<file path="config.mk">
export PLATFORM = sky130hd
export DESIGN_NAME = score_display_reader
export DESIGN_NICKNAME = d
export VERILOG_FILES = /design/src/rtl/pong_pkg.sv /design/src/rtl/score_counter.sv /design/src/rtl/score_display_reader.sv
export SDC_FILE = /design/constraint.sdc
export NUM_CORES = 1
export LEC_CHECK = 0
export ABC_AREA = 1
export BUFFER_PORTS_ARGS = -buffer_cell sky130_fd_sc_hd__buf_4
export CAP_MARGIN = 20
export CORE_AREA = 2 2 69 71
export CTS_CLUSTER_SIZE = 28
export DETAILED_ROUTE_END_ITERATION = 12
export DIE_AREA = 0 0 71 73
export PLACE_DENSITY = 0.68
export RECOVER_POWER = 100
export SYNTH_ARGS = -nofsm -noshare
export SYNTH_HDL_FRONTEND = slang
export SYNTH_SLANG_ARGS = --single-unit
</file>
<file path="constraint.sdc">
create_clock -name clk -period 1.7 [get_ports clk]
set_input_delay 0.17 -clock clk [delete_from_list [all_inputs] [get_ports clk]]
set_output_delay 0.17 -clock clk [all_outputs]
set_load 0.02 [all_outputs]
</file>
<file path="src/rtl/pong_pkg.sv">
// Shared constants and the digit-window mapping used by the score display.
// Windows are 64x64 and address the ROM as {row, col}.
package pong_pkg;

  localparam int DIGIT_W = 64;
  localparam int DIGIT_H = 64;
  localparam int ROM_AW  = 12;
  localparam int PIX_W   = 3;
  localparam int COORD_W = 10;
  localparam int OFF_W   = 6;

  typedef struct packed {
    logic              hit;
    logic [ROM_AW-1:0] addr;
  } win_t;

  // Offsets are one bit wider than a coordinate so a pixel left of or
  // above the origin wraps to a large value and fails the size test.
  function automatic win_t win_map(
    input logic [COORD_W-1:0] px,
    input logic [COORD_W-1:0] py,
    input logic [COORD_W-1:0] x0,
    input logic [COORD_W-1:0] y0
  );
    win_t w;
    logic [COORD_W:0] dx;
    logic [COORD_W:0] dy;
    dx = {1'b0, px} - {1'b0, x0};
    dy = {1'b0, py} - {1'b0, y0};
    w.hit = (dx < (COORD_W+1)'(DIGIT_W))
         && (dy < (COORD_W+1)'(DIGIT_H));
    w.addr = w.hit ? {dy[OFF_W-1:0], dx[OFF_W-1:0]} : '0;
    return w;
  endfunction

endpackage

</file>
<file path="src/rtl/score_counter.sv">
// Saturating 4-bit score counter; clear wins over inc.
// at_max is combinational from the stored count.
module score_counter (
  input  logic       clk,
  input  logic       rst_n,
  input  logic       inc,
  input  logic       clear,
  input  logic [3:0] max,
  output logic [3:0] count,
  output logic       at_max
);

  logic [3:0] count_q;
  logic [3:0] count_d;

  assign at_max = (count_q == max);
  assign count  = count_q;

  always_comb begin
    count_d = count_q;
    if (clear) begin
      count_d = '0;
    end else if (inc && !at_max) begin
      count_d = count_q + 4'd1;
    end
  end

  always_ff @(posedge clk or negedge rst_n) begin
    if (!rst_n) begin
      count_q <= '0;
    end else begin
      count_q <= count_d;
    end
  end

endmodule

</file>
<file path="src/rtl/score_display_reader.sv">
// Score counters, per-frame score snapshot and a two-stage pixel
// pipeline that reads the digit ROM for two on-screen windows.
module score_display_reader
  import pong_pkg::*;
#(
  parameter int LEFT_X    = 192,
  parameter int RIGHT_X   = 384,
  parameter int TOP_Y     = 32,
  parameter int MAX_SCORE = 9
) (
  input  logic               clk,
  input  logic               rst_n,
  input  logic [9:0]         pix_x,
  input  logic [9:0]         pix_y,
  input  logic               pix_valid,
  input  logic               frame_start,
  input  logic               score_left_inc,
  input  logic               score_right_inc,
  input  logic               score_clear,
  output logic [3:0]         rom_digit,
  output logic [11:0]        rom_addr,
  input  logic [2:0]         rom_data,
  output logic               pix_out_valid,
  output logic               pix_out_hit,
  output logic [2:0]         pix_out_rgb,
  output logic [3:0]         score_left,
  output logic [3:0]         score_right,
  output logic               game_over
);

  if ((LEFT_X + DIGIT_W > RIGHT_X) || (MAX_SCORE < 1)
      || (MAX_SCORE > 9)) begin : g_param_check
    $fatal(1, "score_display_reader: bad window or score params");
  end

  localparam logic [3:0] MAX_V = 4'(MAX_SCORE);

  logic       left_at_max;
  logic       right_at_max;
  logic       game_over_q;
  logic       game_over_d;
  logic [3:0] shadow_left_q;
  logic [3:0] shadow_left_d;
  logic [3:0] shadow_right_q;
  logic [3:0] shadow_right_d;

  logic              s1_valid_q;
  logic              s1_valid_d;
  logic              s1_hit_q;
  logic              s1_hit_d;
  logic [3:0]        rom_digit_q;
  logic [3:0]        rom_digit_d;
  logic [ROM_AW-1:0] rom_addr_q;
  logic [ROM_AW-1:0] rom_addr_d;

  logic             out_valid_q;
  logic             out_valid_d;
  logic             out_hit_q;
  logic             out_hit_d;
  logic [PIX_W-1:0] out_rgb_q;
  logic [PIX_W-1:0] out_rgb_d;

  win_t win_l;
  win_t win_r;

  score_counter u_left (
    .clk    (clk),
    .rst_n  (rst_n),
    .inc    (score_left_inc & ~game_over_q),
    .clear  (score_clear),
    .max    (MAX_V),
    .count  (score_left),
    .at_max (left_at_max)
  );

  score_counter u_right (
    .clk    (clk),
    .rst_n  (rst_n),
    .inc    (score_right_inc & ~game_over_q),
    .clear  (score_clear),
    .max    (MAX_V),
    .count  (score_right),
    .at_max (right_at_max)
  );

  always_comb begin
    game_over_d = score_clear ? 1'b0
                : (game_over_q | left_at_max | right_at_max);
    shadow_left_d  = frame_start ? score_left  : shadow_left_q;
    shadow_right_d = frame_start ? score_right : shadow_right_q;
  end

  always_comb begin
    win_l = win_map(pix_x, pix_y,
                    COORD_W'(LEFT_X), COORD_W'(TOP_Y));
    win_r = win_map(pix_x, pix_y,
                    COORD_W'(RIGHT_X), COORD_W'(TOP_Y));
    s1_valid_d  = pix_valid;
    s1_hit_d    = 1'b0;
    rom_digit_d = '0;
    rom_addr_d  = '0;
    if (pix_valid && win_l.hit) begin
      s1_hit_d    = 1'b1;
      rom_digit_d = shadow_left_q;
      rom_addr_d  = win_l.addr;
    end else if (pix_valid && win_r.hit) begin
      s1_hit_d    = 1'b1;
      rom_digit_d = shadow_right_q;
      rom_addr_d  = win_r.addr;
    end
  end

  always_comb begin
    out_valid_d = s1_valid_q;
    out_hit_d   = s1_hit_q;
    out_rgb_d   = s1_hit_q ? rom_data : '0;
  end

  always_ff @(posedge clk or negedge rst_n) begin
    if (!rst_n) begin
      game_over_q    <= 1'b0;
      shadow_left_q  <= '0;
      shadow_right_q <= '0;
      s1_valid_q     <= 1'b0;
      s1_hit_q       <= 1'b0;
      rom_digit_q    <= '0;
      rom_addr_q     <= '0;
      out_valid_q    <= 1'b0;
      out_hit_q      <= 1'b0;
      out_rgb_q      <= '0;
    end else begin
      game_over_q    <= game_over_d;
      shadow_left_q  <= shadow_left_d;
      shadow_right_q <= shadow_right_d;
      s1_valid_q     <= s1_valid_d;
      s1_hit_q       <= s1_hit_d;
      rom_digit_q    <= rom_digit_d;
      rom_addr_q     <= rom_addr_d;
      out_valid_q    <= out_valid_d;
      out_hit_q      <= out_hit_d;
      out_rgb_q      <= out_rgb_d;
    end
  end

  assign rom_digit     = rom_digit_q;
  assign rom_addr      = rom_addr_q;
  assign pix_out_valid = out_valid_q;
  assign pix_out_hit   = out_hit_q;
  assign pix_out_rgb   = out_rgb_q;
  assign game_over     = game_over_q;

endmodule

</file>
Word-level counts from Yosys, hierarchy flattened
Cells that the tools add are included.

Reductions and logical operators: 10. $add $sub $neg: 5. Bitwise logic cells: 5. Eq/ne operators: 2. Order comparisons: 3. Multiplexer cells: 14.

Operators by type and width (number): 2-to-1 mux 12 bit (4); less-than comparator 11 x 7 -> 1 bit, second input constant (3); 2-to-1 mux 4 bit (6); subtractor 10 x 6 -> 11 bit, second input constant (1); subtractor 10 x 8 -> 11 bit, second input constant (1); subtractor 10 x 9 -> 11 bit, second input constant (1); adder 4 x 1 -> 4 bit, second input constant (2); == test 4 bit, second input constant (2); logical AND 1 bit (6); nonzero test 2 bit (2); 2-to-1 mux 1 bit (3); 2-to-1 mux 3 bit (1); AND 1 bit (2); logical NOT 1 bit (2); bitwise OR 1 bit (2); NOT 1 bit (1).

Register bits after elaboration: 40. Output and inout bits: 30.

Depth between registers and ports, before layout
Gate-level depths: netlist of run 1.

Word-level depth: 6. Gate-level depth with buffers: 9. Mapped depth without buffers: 9.

By module
From an unflattened synthesis of run 1, not the netlist that was laid out.

Cells, all modules: 246. Area total of the unflattened synthesis: 1994.4 µm².

Modules (own cells, without submodules): score_display_reader (cells each 148, area an instance 1366.3 µm², times used 1); score_counter (cells each 49, area an instance 314.1 µm², times used 2).

Least setup slack after synthesis of run 1
No wires, ideal clock.

Path type: register to register. From: register u_right.count_q[1], in the netlist u_right.count[1]. To: register u_right.count_q[2], in the netlist u_right.count[2]. Path slack: 0.342 ns. Period minus slack after synthesis: 1.358 ns. Setup time: 0.119 ns. Stages on the path, launching flop included: 9. Required time: 1.581 ns. Arrival time: 1.238 ns. Cell sequence: dfrtp_1 -> inv_1 -> ha_1 -> nand3_1 -> nand3_1 -> inv_1 -> nand3_1 -> nand2_1 -> nor2_1.

Longest elaborated chain between the ends: 4. Elaborated cells on any way between the ends: 7.

Ends and longest elaborated chain: from (decl) (line score_counter.sv:13) `logic [3:0] count_q;`; from (signal assigned) (line score_counter.sv:32) `count_q <= count_d;`; parallel branches: the longest is 4 deep, another holds adder 4 x 1 -> 4 bit.

Several ways; the timed one is not identified. The select of a mux whose other input is x is not followed. A chain may end at the register's enable or synchronous reset.

Worst setup path after layout of run 1
From: input port pix_valid. To: register rom_addr_q[0], in the netlist rom_addr[0].

Longest elaborated chain between the ends: 3. Elaborated cells on any way between the ends: 4.

Ends and longest elaborated chain: from (decl) (line score_display_reader.sv:15) `input logic pix_valid,`; logical AND 1 bit (line score_display_reader.sv:106) `end else if (pix_valid && win_r.hit) begin`; 2-to-1 mux 12 bit (line score_display_reader.sv:106); 2-to-1 mux 12 bit (*) (line score_display_reader.sv:102) `if (pix_valid && win_l.hit) begin`; net rom_addr_d[0] (line score_display_reader.sv:54) `logic [ROM_AW-1:0] rom_addr_d;`; to (signal assigned) (line score_display_reader.sv:138) `rom_addr_q <= rom_addr_d;`; to (decl) (line score_display_reader.sv:53) `logic [ROM_AW-1:0] rom_addr_q;`.

Mark *: on every way through the listed nets, which the timed path passes. The rest lies on a longest branch.

==> impl_metrics.ini, run 1 <==
[routing]
finalWirelength_um = 3240
post_drt_wl_per_cell_um = 10.5
ant_nets = 0
num_vias = 1400
via_per_inst = 4.55
firstDrtPassIters = 4
drc = 0
first_iter_violations = 83

[critical_path]
path_delay_family = buffers and inverters
crit_chain = dlygate4sd3_1, clkbuf_1, nand2_1, nor2_1, nand2_1, nor2_4, o21ai_4, nor2_1
cp_data_required_time_ns = 1.85
rr_worst_depth = 9
critical_path.max_stage_delay_ns = 0.53
cp_num_buf_inv = 2
rr_startpoint = u_left.count[1]$_DFFE_PN0P_
critPathLaunch = pix_valid
start_kind = input port
worst-path-stages = 8
path_class = in -> reg
critPathSlowestCell = dlygate4sd3_1
endpoint_kind = register
cp_max_fo = 13
arrival_ns = 1.59

[power_and_ir_drop]
vdd_ir_drop_max_mv = 0.440
p_leak_nw = 1.21
power_density_mw_per_mm2 = 902

[placed_design]
post-dp-hpwl_um = 2460
post-place-ws_ns = 0.207
place_area_mm2 = 0.00223
gp_congestion = 0.794
io_buffers = 59
place_inst = 298

[floorplan]
ios = 60
die_h_um = 73
core-area_mm2 = 0.00454
start_util_pct = 38.4
placement_rows = 25
dieArea_mm2 = 0.00518
die_w_um = 71

[grt]
grt_pass1_wl_um = 5140
grt_remaining_overflow = 0
use_met1_pct = 15.2
grt_usage_pct = 12.7
gr-usage-met3_pct = 4.42
busiest_layer = met2
met2_usage_pct = 21.2
first_global_vias = 1220
grt_antenna_before_repair = 0
grt_max_degree = 41

[clock_tree]
cts.sinks = 40
path_clk_slew_ns = 0.07
htreeDepth = 2
numCtsBuffers = 5
cts_resized = 0
worstSkewPairLatency_ns = 0.29
cts_root_buf = clkbuf_8
cts_buffer_depth = 2
cts_tree = done

[synthesis]
avgSynthCellArea_um2 = 9.26
seq_area_frac_synth_pct = 57.5
yosysWarnings = 0
synth_cell_types = 19
syn-cell-area_mm2 = 0.00174
synth_seq_cells = 40
synthesis.nets = 224
synth_cells = 188

[timing]
timing.hold.ws_ns = 0.0626
rsz0062_at_grt = false
period_share_pct = 84.5
final.setup.worst_slack_ns = 0.264
tightest_slew_ns = 0.962
clock_skew_ns = 0.00586
slew_headroom_pct = 35.8
setup_violations = 0
setup_tns_ns = 0
fmax_ghz = 0.696
finalHoldViolCount = 0
final_max_slew_viol_count = 0
min_period_ns = 1.44

[cells_and_area]
drive_above_1_share_pct = 20.5
final_area_mm2 = 0.00226
synthToLayoutAreaGrowth_pct = 29.8
final_cells = 308
diodes = 0
nets = 289

[run_status]
outcome = complete, no violations

[worst_hold_path]
min_path_cells = 2
hp-class = in -> reg
min_from = pix_y[5]

[job]
cap_violations = 0
layout by cell type (no fill, tap or decap):
| master | instances |
|---|---|
| o21ai_2 | 1 |
| nor2_1 | 22 |
| inv_1 | 34 |
| clkinv_1 | 1 |
| nor3_4 | 1 |
| clkbuf_8 | 7 |
| nor2_4 | 3 |
| nand2_1 | 30 |
| o21ai_0 | 4 |
| ha_1 | 6 |
| nor2_2 | 8 |
| dfrtp_1 | 40 |
| inv_2 | 1 |
| nand3_1 | 16 |
| nor3_1 | 2 |
| clkbuf_2 | 1 |
| clkbuf_1 | 31 |
| dlygate4sd3_1 | 2 |
| o21ai_4 | 1 |
| a21oi_1 | 14 |
| buf_4 | 27 |
| bufinv_16 | 1 |
| nand3_2 | 1 |
logic make-up after synthesis:
kind of cell	after synthesis	synth area share, %
adder cells (fa/ha/maj)	6	4.31
AND/OR/NAND/NOR	83	22.7
AO/OA/AOI/OAI	20	6.61
buffers and inverters	39	8.84
flip-flops	40	57.5
metrics by stage:
stage / total power, W / util [%]
3_3_place_gp: 0.00124 / 49.2
2_1_floorplan: 0.00113 / -
5_1_grt: 0.00213 / 49.8
3_5_place_dp: 0.00124 / 49.2
6_report: 0.00204 / 49.8
4_1_cts: 0.00208 / 52.4
path summary, 6_finish.rpt:
check,endpoint,slack (ns)
hold / removal,rom_addr[11]$_DFF_PN0_,0.06
min in group asynchronous,pix_out_valid$_DFF_PN0_,0.56
setup / recovery,rom_addr[0]$_DFF_PN0_,0.26
max in group asynchronous,rom_addr[2]$_DFF_PN0_,0.54
hold reg to reg,pix_out_valid$_DFF_PN0_,0.36
setup reg to reg,u_left.count[2]$_DFFE_PN0P_,0.31
what timing repair did:
| item | CTS | global route |
|---|---|---|
| setup endpoints to repair | 0 | 0 |
| hold endpoints to repair | 41 | 0 |
| buffers inserted | 0 | 0 |
| hold buffers | 2 | 0 |
sequential cells by signal, summed over array words and instances, names as in the netlist:
name,cells
out_valid_d,1
rom_addr,12
shadow_left_q,4
pix_out_rgb,3
out_hit_d,1
pix_out_valid,1
rom_digit,4
u_right.count,4
u_left.count,4
game_over,1
shadow_right_q,4
pix_out_hit,1
per-layer routing:
metal | wire length, um | share of wire, % | vias to the layer above
li1 | - | - | 701
met1 | 1410 | 43 | 641
met2 | 1550 | 48 | 52
met3 | 247 | 7.6 | 6
met4 | 40 | 1.2 | 0
met5 | 0 | 0 | -
cell usage after synthesis, drive strengths merged:
master,count,area (um^2)
a21oi,14,70.1
nor3,3,26.3
nand2,30,113
clkbuf,2,7.51
clkinv,1,3.75
inv,35,131
nor2,33,166
nand3,17,90.1
dfrtp,40,1000
buf,1,11.3
ha,6,75.1
o21ai,6,45.1
power by group:
group | total, W | internal, W | leakage, nW | switching [W]
Sequential | 0.00101 | 0.000983 | 0.535 | 0.0000225
Combinational | 0.000207 | 0.0000858 | 0.610 | 0.000121
Clock | 0.000825 | 0.000518 | 0.0645 | 0.000308
Total | 0.00204 | 0.00159 | 1.21 | 0.000451
final cells by class:
| type | count | area (um^2) |
|---|---|---|
| multi-input cells | 109 | 586 |
| fillers | 469 | 2280 |
| clock inverters | 1 | 30.0 |
| well taps | 54 | 67.6 |
| repair buffers | 61 | 344 |
| inverters | 36 | 135 |
| clock buffers | 7 | 96.3 |
| flip-flops and latches | 40 | 1000 |
(Power assumes the default switching activity.)
==> run 2: changes to the inputs <==
==> constraint.sdc (replaced) <==
create_clock -name clk -period 1.38 [get_ports clk]
set_input_delay 0.138 -clock clk [delete_from_list [all_inputs] [get_ports clk]]
set_output_delay 0.138 -clock clk [all_outputs]
set_load 0.02 [all_outputs]
==> run 2 against run 1 <==
Against the previous run: core utilization up 1.3 points; first-iteration DRC count decreased by 36%; combinational power grew 34%; critical path type unchanged.
==> impl_metrics.ini, run 2 (synthesized netlist as in run 1, its figures left out) <==
[timing]
setup_violations = 0
setup_tns_ns = 0
period_share_pct = 94.3
final_max_slew_viol_count = 0
fmax_ghz = 0.768
final.setup.worst_slack_ns = 0.0782
tightest_slew_ns = 0.955
clock_skew_ns = 0.00276
rsz0062_at_grt = true
finalHoldViolCount = 0
min_period_ns = 1.30
slew_headroom_pct = 36.4

[run_status]
outcome = complete, no violations

[critical_path]
path_class = in -> reg
cp_data_required_time_ns = 1.60
endpoint_kind = register
cp_max_fo = 13
arrival_ns = 1.52
r2r_slack_ns = 0.13
start_kind = input port

[floorplan]
ios = 60
start_util_pct = 38.4
core-area_mm2 = 0.00454
dieArea_mm2 = 0.00518
die_w_um = 71
placement_rows = 25
die_h_um = 73

[placed_design]
gp_congestion = 0.787
post-place-ws_ns = 0.0617
io_buffers = 59
post-dp-hpwl_um = 2570

[grt]
grt_pass1_wl_um = 5530
grt_remaining_overflow = 0
first_global_vias = 1312
grt_usage_pct = 13.8
grt_antenna_before_repair = 0
grt_max_degree = 41

[worst_hold_path]
hp-class = in -> reg

[routing]
first_iter_violations = 53
drc = 0
num_vias = 1431
ant_nets = 0
firstDrtPassIters = 4
via_per_inst = 4.51
finalWirelength_um = 3410
post_drt_wl_per_cell_um = 10.7

[clock_tree]
cts_root_buf = clkbuf_8
path_clk_slew_ns = 0.07
numCtsBuffers = 5
htreeDepth = 2
cts_buffer_depth = 2
cts_tree = done
worstSkewPairLatency_ns = 0.29
cts.sinks = 40
cts_setup_buffers = 0

[power_and_ir_drop]
power_w = 0.00254
vdd_ir_drop_max_mv = 0.606
power_density_mw_per_mm2 = 1090
p_leak_nw = 1.27

[cells_and_area]
largest_reg_flops = 12
drive_above_1_share_pct = 21.3
layout_commonest_cell = dfrtp_1
diodes = 0
nets = 298
final_cell_mix = dfrtp_1, buf_4, inv_1
synthToLayoutAreaGrowth_pct = 33.3

[job]
cap_violations = 0
-- run 2: critical path, cell delays in order --
cell           delay, ns
dlygate4sd3_1       0.52
buf_4               0.11
nand2_1             0.08
nor3_4              0.25
o21ai_1             0.15
buf_12              0.17
nor2_1              0.09
-- run 2: path summary, 6_finish.rpt --
path | end | cells past startpoint | from
hold reg to reg | pix_out_valid$_DFF_PN0_ | 0 | out_valid_d$_DFF_PN0_
max in group asynchronous | rom_addr[3]$_DFF_PN0_ | 2 | rst_n
hold / removal | pix_out_rgb[0]$_DFF_PN0_ | 3 | rom_data[0]
setup / recovery | rom_addr[7]$_DFF_PN0_ | 7 | pix_valid
setup reg to reg | u_left.count[2]$_DFFE_PN0P_ | 7 | u_left.count[0]$_DFFE_PN0P_
min in group asynchronous | pix_out_valid$_DFF_PN0_ | 2 | rst_n
-- run 2: per-stage QoR --
stage                     std cells  hold slack, ns  area, um^2  util [%]
after floorplan                 188          -0.158        1740         -
after global placement          307           0.140        2310      51.0
after detailed placement        307           0.145        2310      51.0
after CTS                       317          0.0266        2460      54.2
after global routing            317          0.0407        2320      51.1
final                           317          0.0351        2320      51.1
-- run 2: repair_timing --
action | 4_1_cts | 5_1_grt
hold endpoints to repair | 41 | 0
resized for setup | 0 | 3
hold buffers | 2 | 0
setup endpoints to repair | 0 | 6
-- run 2: routing by layer --
metal | share of wire, % | wire (um) | track usage [%]
met5 | 0 | 0 | 0
met4 | 1.7 | 57 | 5.66
met3 | 6.6 | 225 | 4.42
met2 | 48 | 1650 | 22.0
met1 | 43 | 1480 | 17.6
-- run 2: final cells by class --
class	count	area, um^2
Tap cell	54	67.6
Clock inverter	1	30.0
Clock buffer	7	96.3
Timing Repair Buffer	70	428
Fill cell	467	2220
Inverter	36	135
Sequential cell	40	1000
Multi-Input combinational cell	109	562
-- run 2: report_power, final --
part	internal, W	switching [W]
clock network	0.000638	0.000386
registers	0.00121	0.0000244
logic	0.000122	0.000156
total	0.00197	0.000566
